## config.mk

```make
export PLATFORM = sky130hd
export DESIGN_NAME = dmem_arbiter
export DESIGN_NICKNAME = d
export VERILOG_FILES = /design/src/rtl/dmem_arbiter.sv
export SDC_FILE = /design/constraint.sdc
export NUM_CORES = 1
export LEC_CHECK = 0
export CAP_MARGIN = 20
export CELL_PAD_IN_SITES_DETAIL_PLACEMENT = 1
export CELL_PAD_IN_SITES_GLOBAL_PLACEMENT = 1
export CORE_MARGIN = 2
export CORE_UTILIZATION = 30
export CTS_CLUSTER_SIZE = 16
export DETAILED_ROUTE_END_ITERATION = 6
export PLACE_DENSITY_LB_ADDON = 0.1
export SYNTH_ARGS = -nofsm -noshare
export SYNTH_HDL_FRONTEND = slang
export SYNTH_SLANG_ARGS = --single-unit
```

## constraint.sdc

```tcl
create_clock -name clk -period 1.8 [get_ports clk]
set_input_delay 0.36 -clock clk [delete_from_list [all_inputs] [get_ports clk]]
set_output_delay 0.36 -clock clk [all_outputs]
set_load 0.01 [all_outputs]
```

## src/rtl/dmem_arbiter.sv

```systemverilog
// Two-port data-memory arbiter: core load/store (port 0) and loader/debug (port 1)
// share one single-cycle RAM. Each access takes IDLE -> ISSUE -> DONE, so at most
// one access is accepted every three cycles.
// Optional feature: define DMEM_ARB_RR_EN for round-robin arbitration on contention;
// otherwise port 0 has fixed priority and no pointer register exists.
module dmem_arbiter (
    input  logic        clk,
    input  logic        rst,
    // port 0: core load/store
    input  logic        m0_req,
    input  logic        m0_we,
    input  logic [31:0] m0_addr,
    input  logic [31:0] m0_wdata,
    input  logic [2:0]  m0_rwtype,
    output logic        m0_gnt,
    output logic        m0_rvalid,
    output logic [31:0] m0_rdata,
    output logic        m0_err,
    // port 1: loader/debug
    input  logic        m1_req,
    input  logic        m1_we,
    input  logic [31:0] m1_addr,
    input  logic [31:0] m1_wdata,
    input  logic [2:0]  m1_rwtype,
    output logic        m1_gnt,
    output logic        m1_rvalid,
    output logic [31:0] m1_rdata,
    output logic        m1_err,
    // memory side
    output logic        W_en,
    output logic        R_en,
    output logic [31:0] ram_addr,
    output logic [2:0]  RW_type,
    output logic [31:0] WD,
    input  logic [31:0] RD
);

    typedef enum logic [1:0] {StIdle, StIssue, StDone} state_e;

    state_e      state_q, state_d;
    logic        win_q;       // id of the port being served
    logic        win_sel;     // id of the port that wins this IDLE cycle
    logic        accept;
    logic        lat_we;
    logic [31:0] lat_addr;
    logic [31:0] lat_wdata;
    logic [2:0]  lat_rwtype;
    logic        aligned;
    logic [31:0] rdata0_q, rdata1_q;

`ifdef DMEM_ARB_RR_EN
    logic last_q;             // port served most recently

    // Round-robin pointer: reset means "port 1 served last" so port 0 wins first
    always_ff @(posedge clk) begin
        if (rst) begin
            last_q <= 1'b1;
        end else if (accept) begin
            last_q <= win_sel;
        end
    end

    // Contention goes to the port not served most recently
    always_comb begin
        win_sel = (m0_req && m1_req) ? ~last_q : m1_req;
    end
`else
    // Fixed priority: port 0 wins whenever it requests
    always_comb begin
        win_sel = ~m0_req;
    end
`endif

    // Accept a command only from IDLE; requests are ignored in ISSUE and DONE
    always_comb begin
        accept = (state_q == StIdle) && (m0_req || m1_req);
    end

    // Size/alignment check on the latched command; size 11 is never legal
    always_comb begin
        unique case (lat_rwtype[1:0])
            2'b00:   aligned = 1'b1;
            2'b01:   aligned = ~lat_addr[0];
            2'b10:   aligned = (lat_addr[1:0] == 2'b00);
            default: aligned = 1'b0;
        endcase
    end

    // State register
    always_ff @(posedge clk) begin
        if (rst) begin
            state_q <= StIdle;
        end else begin
            state_q <= state_d;
        end
    end

    // Next-state logic
    always_comb begin
        state_d = state_q;
        unique case (state_q)
            StIdle:  if (accept) state_d = StIssue;
            StIssue: state_d = StDone;
            StDone:  state_d = StIdle;
            default: state_d = StIdle;
        endcase
    end

    // Command latch and winner id, captured at the accepting edge
    always_ff @(posedge clk) begin
        if (rst) begin
            win_q      <= 1'b0;
            lat_we     <= 1'b0;
            lat_addr   <= '0;
            lat_wdata  <= '0;
            lat_rwtype <= '0;
        end else if (accept) begin
            win_q      <= win_sel;
            lat_we     <= win_sel ? m1_we     : m0_we;
            lat_addr   <= win_sel ? m1_addr   : m0_addr;
            lat_wdata  <= win_sel ? m1_wdata  : m0_wdata;
            lat_rwtype <= win_sel ? m1_rwtype : m0_rwtype;
        end
    end

    // Per-port load data, captured from RD at the end of an aligned ISSUE load
    always_ff @(posedge clk) begin
        if (rst) begin
            rdata0_q <= '0;
            rdata1_q <= '0;
        end else if (state_q == StIssue && !lat_we && aligned) begin
            if (win_q) begin
                rdata1_q <= RD;
            end else begin
                rdata0_q <= RD;
            end
        end
    end

    // Outputs decoded from state; memory address/type/data come straight from the
    // latch so they hold their values outside ISSUE
    always_comb begin
        m0_gnt    = 1'b0;
        m1_gnt    = 1'b0;
        m0_rvalid = 1'b0;
        m1_rvalid = 1'b0;
        m0_err    = 1'b0;
        m1_err    = 1'b0;
        W_en      = 1'b0;
        R_en      = 1'b0;
        ram_addr  = lat_addr;
        RW_type   = lat_rwtype;
        WD        = lat_wdata;
        m0_rdata  = rdata0_q;
        m1_rdata  = rdata1_q;
        unique case (state_q)
            StIssue: begin
                m0_gnt = ~win_q;
                m1_gnt = win_q;
                W_en   = lat_we && aligned;
                R_en   = !lat_we && aligned;
            end
            StDone: begin
                m0_rvalid = ~win_q && !lat_we && aligned;
                m1_rvalid = win_q && !lat_we && aligned;
                m0_err    = ~win_q && !aligned;
                m1_err    = win_q && !aligned;
            end
            default: ;
        endcase
    end

endmodule

```

==> flow_summary.ini, run 1 <==
[outcome]
status = complete, but fails checks
violations = negative setup slack

[detailed_routing]
drtAntennaViolNets = 0
first_pass_iters = 4
vias = 5487
drtIter0Drc = 142
drc = 0
wl_per_cell_um = 18.6
drt-vias-per-instance = 4.71
routed_wl_um = 21600

[power_and_ir_drop]
fin_total_pwr_mw = 8.87
ir_drop_v = 0.000622
p_leak_nw = 4.03
power_density_nw_per_um2 = 858

[synth]
synth_seq_cells = 135
syn_area_per_cell_um2 = 10.8
ys_seq_area_share_pct = 43.0
synthCells = 580
yosys_warnings = 0
syn_area_um2 = 6290
ys_types = 22
syn-num-nets = 752

[cells_and_area]
nNetsFinal = 1054
final_core_util_pct = 50.6
area_delta_synth_final_pct = 64.5
fin_area_um2 = 10300
drive_gt1_share_pct = 17.8
diodes = 0
nFillCells = 2219
multi_input_area_um2 = 3320
fin_cells = 1165
register_area_um2 = 2720

[critical_path]
rr_worst_depth = 6
cp-end-kind = output pin
critPathKind = register to output pin
crit_required_ns = 1.44
crit_fanout = 4
cp-start-kind = register
arrival_ns = 1.45

[grt]
track_usage_pct = 19.0
grt_pass1_wl_um = 33000
gr-total-overflow = 0
grt_antenna_before_repair = 0
grt_pass1_vias = 6020
grt_max_degree = 70

[timing]
grt_setup_unrepaired = true
final_hold_viol_count = 0
layout_setup_ws_ns = -0.0146
clock_skew_ns = 0.0141
fin_crit_sh_pct = 101
period_needed_ns = 1.81
fin_tns_setup_ns = -0.0254
maxSlewHeadroom_pct = 68.2
finalSetupViolations = 2
maxSlewViolCount = 0
hold_ws_ns = 0.421
max_freq_mhz = 551
worstMarginPinSlew_ns = 0.478

[clocking]
clock_latency_ns = 0.41
cts_made_buffers = 17
cts_tree = yes
clock-sinks = 135
path_clk_slew_ns = 0.06
clockRootBuffer = clkbuf_16
htreeDepth = 4
clock_path_buffers = 2
cts_setup_buffers = 0

[place]
numPortBuffers = 310
post-place-cells = 1133
gp_congestion = 0.745
dpl-instance-area_um2 = 9780
pre_cts_slack_ns = -0.119
dp_hpwl_um = 16100

[floorplan]
die_h_um = 149
coreArea_um2 = 20400
start_util_pct = 30.8
pin_count = 311
die_w_um = 149
die_area_um2 = 22100
num_rows = 52

[job]
drv_cap = 0

[worst_hold_path]
hold_depth = 3
min_path_type = input pin to register
[cells by family (layout without fill, tap and decap cells)]
kind of cell	count (synthesis)	after routing	synth area share [%]
AO/OA/AOI/OAI	141	141	19.6
multiplexers	132	132	21.0
AND/OR/NAND/NOR	114	114	11.4
buffers and inverters	58	373	5.02
flip-flops	135	135	43.0
[synth_stat cells]
library cell    n  area (µm²)
dfxtp_1       135        2700
nor2b_1         1        6.26
o211ai_2        1        12.5
inv_1           2        7.51
and3b_1         1        8.76
nor3_2          1        10.0
a211oi_2       69         863
and2_4          1        8.76
nor2_1          3        11.3
buf_6           9         101
nor2_2          1        6.26
mux2i_1       132        1320
buf_2          12        60.1
nor4b_1         1        8.76
o21a_1          1        7.51
a21oi_1        70         350
nor3_1          2        10.0
clkbuf_1       31         116
or2_1           1        6.26
nor4_1          4        25.0
nand2b_1       98         613
buf_4           4        30.0
[registers in the layout (all words and copies together) (netlist names)]
name      flops
state_q       2
WD           32
win_q         1
m0_rdata     32
lat_we        1
ram_addr     32
RW_type       3
m1_rdata     32
[critical path, stage by stage, from the launching register on]
cell     delay, ns
dfxtp_2       0.35
nor3_4        0.21
nor2_2        0.08
nor4_1        0.22
buf_2         0.18
[path summary, 6_finish.rpt]
check / slack (ns) / endpoint / from
setup / recovery: -0.01 / m1_rvalid / RW_type[0]
setup reg to reg: 0.23 / m1_rdata[25] / RW_type[0]
hold reg to reg: 0.48 / m1_rdata[12] / m1_rdata[12]
hold / removal: 0.42 / m0_rdata[18] / rst
[report_power, final]
part	switching, mW	internal (mW)	leakage [nW]	total, mW
sequential	0.154	3.24	1.11	3.39
combinational	0.972	1.22	2.65	2.19
clock	1.38	1.91	0.263	3.29
[per-layer routing]
metal  track usage (%)  up-vias  wire (µm)
li1                  -     2677          -
met5                 0        -          0
met3              6.18       22       1750
met1              21.3     2597       8530
met4              5.57        0        332
met2              34.5      191      11000
[layout by cell type, fill, tap and decap left out, drive strengths merged]
master / n
clkdlybuf4s50: 297
dfxtp: 135
mux2i: 132
nand2b: 98
a21oi: 70
a211oi: 69
buf: 37
clkbuf: 19
clkinv: 7
clkinvlp: 4
dlygate4sd2: 4
nor4: 4
inv: 4
nor2: 4
nor3: 3
and3b: 1
or2: 1
and2: 1
nor4b: 1
o21a: 1
o211ai: 1
nor2b: 1
bufinv: 1
[repair_timing]
action	4_1_cts	5_1_grt
hold buffers	0	0
endpoints found under the setup margin	11	8
pin swaps	1	0
resized for setup	48	5
[cell type report]
cell class	count	share of cell area (%)
inverters	2	0.0726
repair buffers	339	32.9
clock inverters	14	1.23
multi-input cells	387	32.1
clock buffers	18	4.15
flip-flops and latches	135	26.3
well taps	270	3.27
(Power assumes the default switching activity.)
==> run 2, diff against run 1 <==
- HOLD_SLACK_MARGIN: not set -> 0.08
==> results of run 2 <==
No change in the layout: final DEF, timing and power equal those of run 1.
